`config.mk`:
```
export PLATFORM = sky130hd
export DESIGN_NAME = fb_pattern_writer_flat
export DESIGN_NICKNAME = d
export VERILOG_FILES = /design/src/rtl/fb_pattern_writer_if.sv /design/src/rtl/fb_pattern_writer.sv /design/src/flat_wrapper.sv
export SDC_FILE = /design/constraint.sdc
export NUM_CORES = 1
export LEC_CHECK = 0
export CORE_ASPECT_RATIO = 0.5
export CORE_MARGIN = 2
export CORE_UTILIZATION = 35
export CTS_CLUSTER_DIAMETER = 80
export CTS_CLUSTER_SIZE = 14
export DETAILED_ROUTE_END_ITERATION = 8
export HOLD_SLACK_MARGIN = 0.08
export MAX_ROUTING_LAYER = met4
export PLACE_DENSITY = 0.54
export SETUP_SLACK_MARGIN = 0.2
export SLEW_MARGIN = 20
export SYNTH_ARGS = -nofsm -noshare
export SYNTH_HDL_FRONTEND = slang
export SYNTH_SLANG_ARGS = --single-unit
```
`constraint.sdc`:
```
create_clock -name clock -period 3.4 [get_ports clock]
set_input_delay 0.68 -clock clock [delete_from_list [all_inputs] [get_ports clock]]
set_output_delay 0.68 -clock clock [all_outputs]
set_load 0.02 [all_outputs]
```
`src/rtl/fb_pattern_writer_if.sv`:
```
// fb_pattern_writer_if: control, pixel write port and status between the pattern writer and its host/sink
// Signals: start/abort/mode/color/base (host controls), address/data/we + ready (write handshake),
//          busy/done/frames (status). master = pattern writer, slave = host and sink side.
interface fb_pattern_writer_if #(
    parameter int ADDR_W = 26,
    parameter int DATA_W = 8
);
    logic              start;
    logic              abort;
    logic [1:0]        mode;
    logic [DATA_W-1:0] color;
    logic [ADDR_W-1:0] base;
    logic              ready;
    logic [ADDR_W-1:0] address;
    logic [DATA_W-1:0] data;
    logic              we;
    logic              busy;
    logic              done;
    logic [7:0]        frames;
    modport master (
        input  start, abort, mode, color, base, ready,
        output address, data, we, busy, done, frames
    );
    modport slave (
        output start, abort, mode, color, base, ready,
        input  address, data, we, busy, done, frames
    );
endinterface

```
`src/rtl/fb_pattern_writer.sv`:
```
// fb_pattern_writer: walks an H_RES x V_RES region at base/stride and writes one of four pixel patterns under a ready handshake
// Ports: clock, reset_n (async active-low), bus (fb_pattern_writer_if.master: start/abort/mode/color/base/ready in,
//        address/data/we/busy/done/frames out).
// Macro FB_PATTERN_CONTINUOUS_EN: when defined, re-latches the inputs after each frame and restarts without idling.
module fb_pattern_writer #(
    parameter int ADDR_W = 26,
    parameter int DATA_W = 8,
    parameter int H_RES  = 320,
    parameter int V_RES  = 200,
    parameter int STRIDE = 512,
    parameter int PACE   = 0
) (
    input logic               clock,
    input logic               reset_n,
    fb_pattern_writer_if.master bus
);
    // Counters are at least 4 bits so the xor/checker patterns can always index bits [3:0].
    localparam int XW = ($clog2(H_RES) < 4) ? 4 : $clog2(H_RES);
    localparam int YW = ($clog2(V_RES) < 4) ? 4 : $clog2(V_RES);
    localparam int PW = (PACE < 2) ? 1 : $clog2(PACE);
    typedef enum logic [1:0] {S_IDLE, S_WRITE, S_PACE, S_DONE} state_t;
    state_t            state;
    logic [XW-1:0]     x, nx;
    logic [YW-1:0]     y, ny;
    logic [ADDR_W-1:0] row, nrow;
    logic [PW-1:0]     pace_cnt;
    logic [1:0]        mode_q;
    logic [DATA_W-1:0] color_q;
    logic              eol, last, accept;
    function automatic logic [DATA_W-1:0] pix(input logic [1:0] m, input logic [DATA_W-1:0] c,
                                              input logic [XW-1:0] px, input logic [YW-1:0] py);
        return m == 2'd0 ? c :
               m == 2'd1 ? {(DATA_W/4){px[3:0] ^ py[3:0]}} :
               m == 2'd2 ? DATA_W'(px) :
               (px[3] ^ py[3]) ? c : ~c;
    endfunction
    always_comb begin
        eol    = x == XW'(H_RES - 1);
        last   = eol && y == YW'(V_RES - 1);
        nx     = eol ? '0 : x + XW'(1);
        ny     = eol ? y + YW'(1) : y;
        nrow   = eol ? row + ADDR_W'(STRIDE) : row;
        accept = bus.we && bus.ready;
    end
    always_ff @(posedge clock or negedge reset_n) begin
        if (!reset_n) begin
            state       <= S_IDLE;
            x           <= '0;
            y           <= '0;
            row         <= '0;
            pace_cnt    <= '0;
            mode_q      <= '0;
            color_q     <= '0;
            bus.address <= '0;
            bus.data    <= '0;
            bus.we      <= 1'b0;
            bus.busy    <= 1'b0;
            bus.done    <= 1'b0;
            bus.frames  <= '0;
        end else if (bus.abort) begin
            state    <= S_IDLE;
            bus.we   <= 1'b0;
            bus.busy <= 1'b0;
            bus.done <= 1'b0;
        end else begin
            bus.done <= 1'b0;
            case (state)
                S_IDLE: if (bus.start) begin
                    mode_q      <= bus.mode;
                    color_q     <= bus.color;
                    x           <= '0;
                    y           <= '0;
                    row         <= bus.base;
                    bus.address <= bus.base;
                    bus.data    <= pix(bus.mode, bus.color, '0, '0);
                    bus.we      <= 1'b1;
                    bus.busy    <= 1'b1;
                    state       <= S_WRITE;
                end
                S_WRITE: if (accept) begin
                    pace_cnt <= '0;
                    if (last) begin
                        bus.done   <= 1'b1;
                        bus.frames <= bus.frames + 8'd1;
`ifdef FB_PATTERN_CONTINUOUS_EN
                        mode_q      <= bus.mode;
                        color_q     <= bus.color;
                        x           <= '0;
                        y           <= '0;
                        row         <= bus.base;
                        bus.address <= bus.base;
                        bus.data    <= pix(bus.mode, bus.color, '0, '0);
                        bus.we      <= PACE == 0;
                        state       <= PACE > 0 ? S_PACE : S_WRITE;
`else
                        bus.we   <= 1'b0;
                        bus.busy <= 1'b0;
                        state    <= S_DONE;
`endif
                    end else begin
                        x           <= nx;
                        y           <= ny;
                        row         <= nrow;
                        bus.address <= nrow + ADDR_W'(nx);
                        bus.data    <= pix(mode_q, color_q, nx, ny);
                        bus.we      <= PACE == 0;
                        state       <= PACE > 0 ? S_PACE : S_WRITE;
                    end
                end
                S_PACE: if (pace_cnt == PW'(PACE - 1)) begin
                    bus.we <= 1'b1;
                    state  <= S_WRITE;
                end else begin
                    pace_cnt <= pace_cnt + PW'(1);
                end
                default: state <= S_IDLE;
            endcase
        end
    end
endmodule

```
`src/flat_wrapper.sv`:
```
// flat-port wrapper written by rule: the top's interface ports become plain ports
module fb_pattern_writer_flat 
#(
    parameter int ADDR_W = 26,
    parameter int DATA_W = 8,
    parameter int H_RES  = 320,
    parameter int V_RES  = 200,
    parameter int STRIDE = 512,
    parameter int PACE   = 0
)
  (clock, reset_n, bus_start, bus_abort, bus_mode, bus_color, bus_base, bus_ready, bus_address, bus_data, bus_we, bus_busy, bus_done, bus_frames);
  fb_pattern_writer_if #(.ADDR_W(ADDR_W), .DATA_W(DATA_W)) bus_i ();
  input logic clock;
  input logic reset_n;
  input wire logic [$bits(bus_i.start)-1:0] bus_start;
  input wire logic [$bits(bus_i.abort)-1:0] bus_abort;
  input wire logic [$bits(bus_i.mode)-1:0] bus_mode;
  input wire logic [$bits(bus_i.color)-1:0] bus_color;
  input wire logic [$bits(bus_i.base)-1:0] bus_base;
  input wire logic [$bits(bus_i.ready)-1:0] bus_ready;
  output wire logic [$bits(bus_i.address)-1:0] bus_address;
  output wire logic [$bits(bus_i.data)-1:0] bus_data;
  output wire logic [$bits(bus_i.we)-1:0] bus_we;
  output wire logic [$bits(bus_i.busy)-1:0] bus_busy;
  output wire logic [$bits(bus_i.done)-1:0] bus_done;
  output wire logic [$bits(bus_i.frames)-1:0] bus_frames;
  assign bus_i.start = bus_start;
  assign bus_i.abort = bus_abort;
  assign bus_i.mode = bus_mode;
  assign bus_i.color = bus_color;
  assign bus_i.base = bus_base;
  assign bus_i.ready = bus_ready;
  assign bus_address = bus_i.address;
  assign bus_data = bus_i.data;
  assign bus_we = bus_i.we;
  assign bus_busy = bus_i.busy;
  assign bus_done = bus_i.done;
  assign bus_frames = bus_i.frames;
  fb_pattern_writer #(.ADDR_W(ADDR_W), .DATA_W(DATA_W), .H_RES(H_RES), .V_RES(V_RES), .STRIDE(STRIDE), .PACE(PACE)) u_core (.clock(clock), .reset_n(reset_n), .bus(bus_i));
endmodule
```
* Yosys cells after proc, flatten, opt, wreduce, memory -nomap -nowiden
Index checks and enable logic that the tools add are counted.
** Word-level totals
- Bits in read-only memories :: 0
- Bits of input ports :: 41
- Memories :: 0
- Flip-flop bits (word level) :: 101
- RAM bits :: 0
- Bits in latches :: 0
- Output and inout bits :: 45
** Cells by class
- Reduce and logical (&&, ||, !) cells :: 17
- $mul :: 0
- Shifts and indexed selects :: 0
- Divide/modulo/power cells :: 0
- Multiplexer cells :: 52
- $add $sub $neg :: 6
- Eq/ne operators :: 16
- $lt $le $gt $ge :: 0
- Bitwise gates (word level) :: 5
** Operators with widths (number)
- $mux 26 :: 6
- $mux 8 :: 14
- $pmux 26 s2 :: 2
- $mux 9 :: 4
- $pmux 8 s2 :: 2
- $add 26x10->26 const B :: 1
- $add 26x9->26 :: 1
- $pmux 9 s2 :: 1
- $add 8x1->8 const B :: 2
- $not 8->8 :: 2
- $mux 1 :: 14
- $reduce_and 4->1 :: 3
- $mux 2 :: 5
- $add 9x1->9 const B :: 1
- $eq 9x9->1 const B :: 1
- $ne 3x2->1 const B :: 3
- $reduce_and 3->1 :: 3
- $eq 8x8->1 const B :: 1
- $eq 2x1->1 const B :: 3
- $eq 2x2->1 const B :: 3
- $logic_not 2->1 :: 3
- $pmux 2 s3 :: 1
- $reduce_and 6->1 :: 1
- $reduce_and 5->1 :: 1
- 13 further kinds :: 18

* Depth between registers and ports, before layout
- Word-level depth :: 10
- Gate-level depth with buffers :: 16
- Gate-level depth less buffers :: 14

* Worst setup path after synthesis
OpenSTA, ideal clock, no wires.
- Kind :: register to register
- From :: register u_core.x[0]
- To :: register u_core.bus.address[18]
- Setup slack :: -0.274 ns
- Stages on the path, launching flop included :: 17
- Arrival :: 3.546 ns
- Cell sequence :: dfrtp_1 -> ha_1 -> nand4bb_1 -> buf_2 -> nor2_2 -> clkbuf_1 -> nor2_1 -> ha_1 -> fa_1 -> a211oi_1 -> o21bai_1 -> a21oi_1 -> a211oi_1 -> and2_1 -> o21a_1 -> a31oi_1 -> o21ai_0
** On the way
- Word-level cells in the longest chain between the ends :: 6
- Elaborated cells between the ends (all ways) :: 11
- Classes of those cells :: add/sub: 2; eq/ne: 2; mux: 5; reduce/logical: 2
** RTL lines
- start, declared :: line fb_pattern_writer.sv:23 : logic [XW-1:0] x, nx;
- start signal, assigned :: line fb_pattern_writer.sv:101 : x <= nx;
- $add 9x1->9 / $eq 9x9->1 (equally long branches) :: line fb_pattern_writer.sv:40, fb_pattern_writer.sv:38
- $mux 9 / $mux 26 (equally long branches) :: line fb_pattern_writer.sv:40, fb_pattern_writer.sv:42
- $add 26x9->26 :: line fb_pattern_writer.sv:104 : bus.address <= nrow + ADDR_W'(nx);
- $mux 26 :: line fb_pattern_writer.sv:82 : if (last) begin
- $mux 26 :: line fb_pattern_writer.sv:80 : S_WRITE: if (accept) begin
- $pmux 26 s2 :: line fb_pattern_writer.sv:67 : case (state)
- end signal, assigned :: line fb_pattern_writer.sv:74 : bus.address <= bus.base;
- end signal, assigned :: line fb_pattern_writer.sv:104
- end, declared :: line fb_pattern_writer_if.sv:22 : output address, data, we, busy, done, frames
Parallel ways exist; a longest one is shown, timed or not. The select of a mux whose other input is x is not followed.
A chain may end at the register's enable or synchronous reset.

* Worst setup path after layout
- From :: register u_core.x[1]
- To :: register u_core.bus.address[18]
Same word-level chain as after synthesis.

==> metrics.txt <==
outcome complete, but fails checks; violated checks design-rule violations; Top Ports 86; ANT cells 0; RSZ-0062 raised after global routing yes; DRT Pass-1 Iters 9; Synth Net Count ~790; nets 886; via count around 6000; R2R depth 14; synthesized area 0.00634 sq mm; LEAKAGE about 3.3 nW; drt first-iter violations 387; post-synthesis sequential area ratio 39.8%; Logic pwr share between 40% and 50%; Max Cap Viol 0; Crit. Startpoint u_core.x[1]$_DFFE_PN0P_; CP delay by family, top compound AO/OA/AOI/OAI gates; # DRC 5; slowest stage delay, CP 0.42 ns; HP Class in -> async; commonest non-fill, non-tap cells in the layout 94 x dfrtp_1, 87 x nand2_1, 84 x clkdlybuf4s50_1, 61 x a21oi_1, 51 x nor2_1; Via density 5.52; Setup TNS Final 0 ns; vias in the first global route 5658; clock power share 20.1%; number of flops mapped to enable cells by yosys 0; # port buffers 85; endpoints failing hold 0; Die Height 99.2 um; share of cells above drive strength 1 13.5%; number of buffers created by CTS 9; first-pass GRT wire length 30700 um; Layout area overhead 27.4%; Post-synth ARST share 100%; commonest non-fill, non-tap cell in the layout dfrtp_1; Worst Setup Path Type reg -> reg; Clock Skew 0.0158 ns; Post-Synth Adder-Cell Area roughly 3.7%; critical path data required time roughly 3.6 ns; number of filler cells placed in the layout 1714; sequential standard cell area 0.00254 sq mm; R2R Setup Slk between 0.3 and 0.4 ns; CP startpoint kind flop; initial antenna violation count 0; Post-Synthesis Cells 730; Cell variety after synth 68; time the worst path needs with I/O delays and setup 3.03 ns; Synth Area in Simple Gates a little under a fifth; endpoint class of the critical path flop; Fmax between 300 and 400 MHz; reg2reg start u_core.x[1]$_DFFE_PN0P_; Reg clk slew, reported paths approximately 0.080 ns; clock latency on the worst-skew pair between 0.3 and 0.4 ns; DIE WIDTH 194 um; Post-DRT Antenna Nets 0; P per Cell Area 618 mW/mm^2; Detail Placement HPWL ~13000 um; DP Worst Slack 0.210 ns; fin crit share 89.2%; Worst EP arrival 3.26 ns; row cnt 34; Reg power frac 39.2%; starting density of the core 36.1%; Max FO, Critical Path 5; buffers and inverters on the worst path 0; full die area slightly below 0.02 sq mm; mux cell area share after synthesis 4.18%; R2R Path End u_core.bus.address[18]$_DFFE_PN0P_; clk root buf clkbuf_16; main combinational cell family by area after synthesis compound AO/OA/AOI/OAI gates; Final Non-Filler Cells roughly 1100; switching pwr 1.96 mW; Placeable Area 0.0176 sq mm; count of pins over their slew limit 0; xor-xnor portion of the synthesized cell area 7.28%; Multi-input gate area 0.00370 sq mm; worst slew pin tran 0.737 ns; Sw Ratio between 30% and 40%; Max clock buf depth 2; H-tree depth 3; gpl congestion between 0.8 and 0.9; Avg Cell Area, Syn 8.69 sq um; GRT Overall Usage 20.4%; slew margin rel. 50.8%; total congestion overflow 0; largest net degree at the start of global routing 59; Slowest-stage cell, CP dfrtp_2; clock sinks approximately 100; CTS tree done; Final Power ~5.0 mW; P_int 3.03 mW; Post-CTS Hold Fix Bufs 0; crit-path cells ha_4 -> nand4bb_4 -> nor2_4 -> nor2_1 -> ha_2 -> fa_2 -> a211oi_2 -> o21bai_1 -> a21oi_2 -> a211oi_4 -> and2_4 -> o21a_1 -> a31oi_1 -> o21ai_0; yosys warns 0; complex-gate fraction of the synthesized area 22.4%; Final Setup Violations 0; maximum vdd drop 284 uV; Worst Hold Slack 0.331 ns; drt total wl 18600 um; FF+latch count, synth 101; PnR worst setup slack 0.368 ns; WL per Instance 17.5 um; cell total after placement 1037; Most used DFF post-synth dfrtp_1
power by group through the flow:
stage | Sequential, mW | Clock, mW | Combinational, mW
6_report | 1.96 | 1.00 | 2.03
5_1_grt | 2.02 | 1.09 | 2.24
4_1_cts | 1.95 | 1.03 | 2.00
3_5_place_dp | 1.98 | 0 | 1.97
3_3_place_gp | 1.97 | 0 | 1.97
2_1_floorplan | 2.01 | 0 | 1.16
worst reg2reg max path, delay by kind of cell (launching register included):
| family | cells | cell delay (ns) |
|---|---|---|
| fa+ha+maj | 3 | 0.76 |
| compound gates | 7 | 1.15 |
| flops | 1 | 0.42 |
| simple gates | 4 | 0.59 |
final cells by class:
| class | instances | share of cell area [%] |
|---|---|---|
| Clock buffer | 10 | 2.83 |
| Clock inverter | 6 | 0.573 |
| Inverter | 19 | 0.882 |
| Multi-Input combinational cell | 565 | 45.8 |
| Sequential cell | 101 | 31.4 |
| Tap cell | 234 | 3.62 |
| Timing Repair Buffer | 131 | 14.9 |
synth_stat cells (8+ instances only):
| master | count | area share, % |
|---|---|---|
| o31ai_1 | 8 | 0.95 |
| and3_1 | 15 | 1.5 |
| ha_1 | 17 | 3.4 |
| dfrtp_1 | 101 | 40 |
| o22ai_1 | 32 | 3.2 |
| nand4_1 | 11 | 1.1 |
| nand3_1 | 26 | 2.1 |
| nand2_1 | 87 | 5.1 |
| xnor2_1 | 30 | 4.1 |
| a211oi_1 | 8 | 0.95 |
| a22oi_1 | 8 | 0.95 |
| a22o_1 | 11 | 1.5 |
| mux2_2 | 12 | 2.1 |
| o21ai_0 | 51 | 4.0 |
| inv_1 | 18 | 1.1 |
| nor2_1 | 51 | 3.0 |
| xor2_1 | 19 | 2.6 |
| nor3_1 | 13 | 1.0 |
| clkbuf_1 | 35 | 2.1 |
| a21oi_1 | 63 | 5.0 |
| mux2i_1 | 13 | 2.1 |
routing by layer:
metal | vias up | routed length [um] | share of wire (%) | global-route usage, %
li1 | 2851 | - | - | -
met1 | 2901 | 9580 | 51 | 28.9
met2 | 116 | 8160 | 44 | 31.2
met3 | 13 | 759 | 4.1 | 3.05
met4 | 0 | 138 | 0.74 | 3.85
met5 | - | 0 | 0 | -
worst max-delay path by stage:
stage | endpoint | slack, ns | cells after the start
6_report | u_core.bus.address[18]$_DFFE_PN0P_ | 0.37 | 14
4_1_cts | u_core.bus.address[23]$_DFFE_PN0P_ | 0.23 | 14
2_1_floorplan | u_core.bus.address[18]$_DFFE_PN0P_ | 0.22 | 16
3_5_place_dp | u_core.bus.address[18]$_DFFE_PN0P_ | 0.21 | 14
5_1_grt | u_core.bus.address[22]$_DFFE_PN0P_ | 0.16 | 14
3_3_place_gp | u_core.bus.address[25]$_DFFE_PN0P_ | 0.21 | 14
kinds of logic after synthesis:
kind of cell / count (synthesis)
buf+inv: 64
fa+ha+maj: 18
xor+xnor: 51
simple gates: 241
mux: 25
flops: 101
compound gates: 230
metrics by stage:
stage / cell area, sq um / util [%]
finish: 8080 / 46.0
floorplan: 6390 / -
detailed placement: 7600 / 43.3
global placement: 7600 / 43.3
CTS: 7920 / 45.1
global route: 8080 / 46.0
sequential cells by signal (all words and copies together), names as in the netlist:
name,count
u_core.bus.done,1
u_core.y,8
u_core.row,26
u_core.x,9
u_core.color_q,8
u_core.bus.frames,8
u_core.mode_q,2
u_core.pace_cnt,1
u_core.bus.address,26
u_core.bus.we,1
u_core.state,2
u_core.bus.busy,1
u_core.bus.data,8
what timing repair did:
item,CTS,global route
pin swaps,1,12
buffers inserted,2,11
endpoints found under the hold margin,0,0
resized for setup,2,23
endpoints found under the setup margin,3,13
Note: power is estimated with default switching activity, not from simulation.
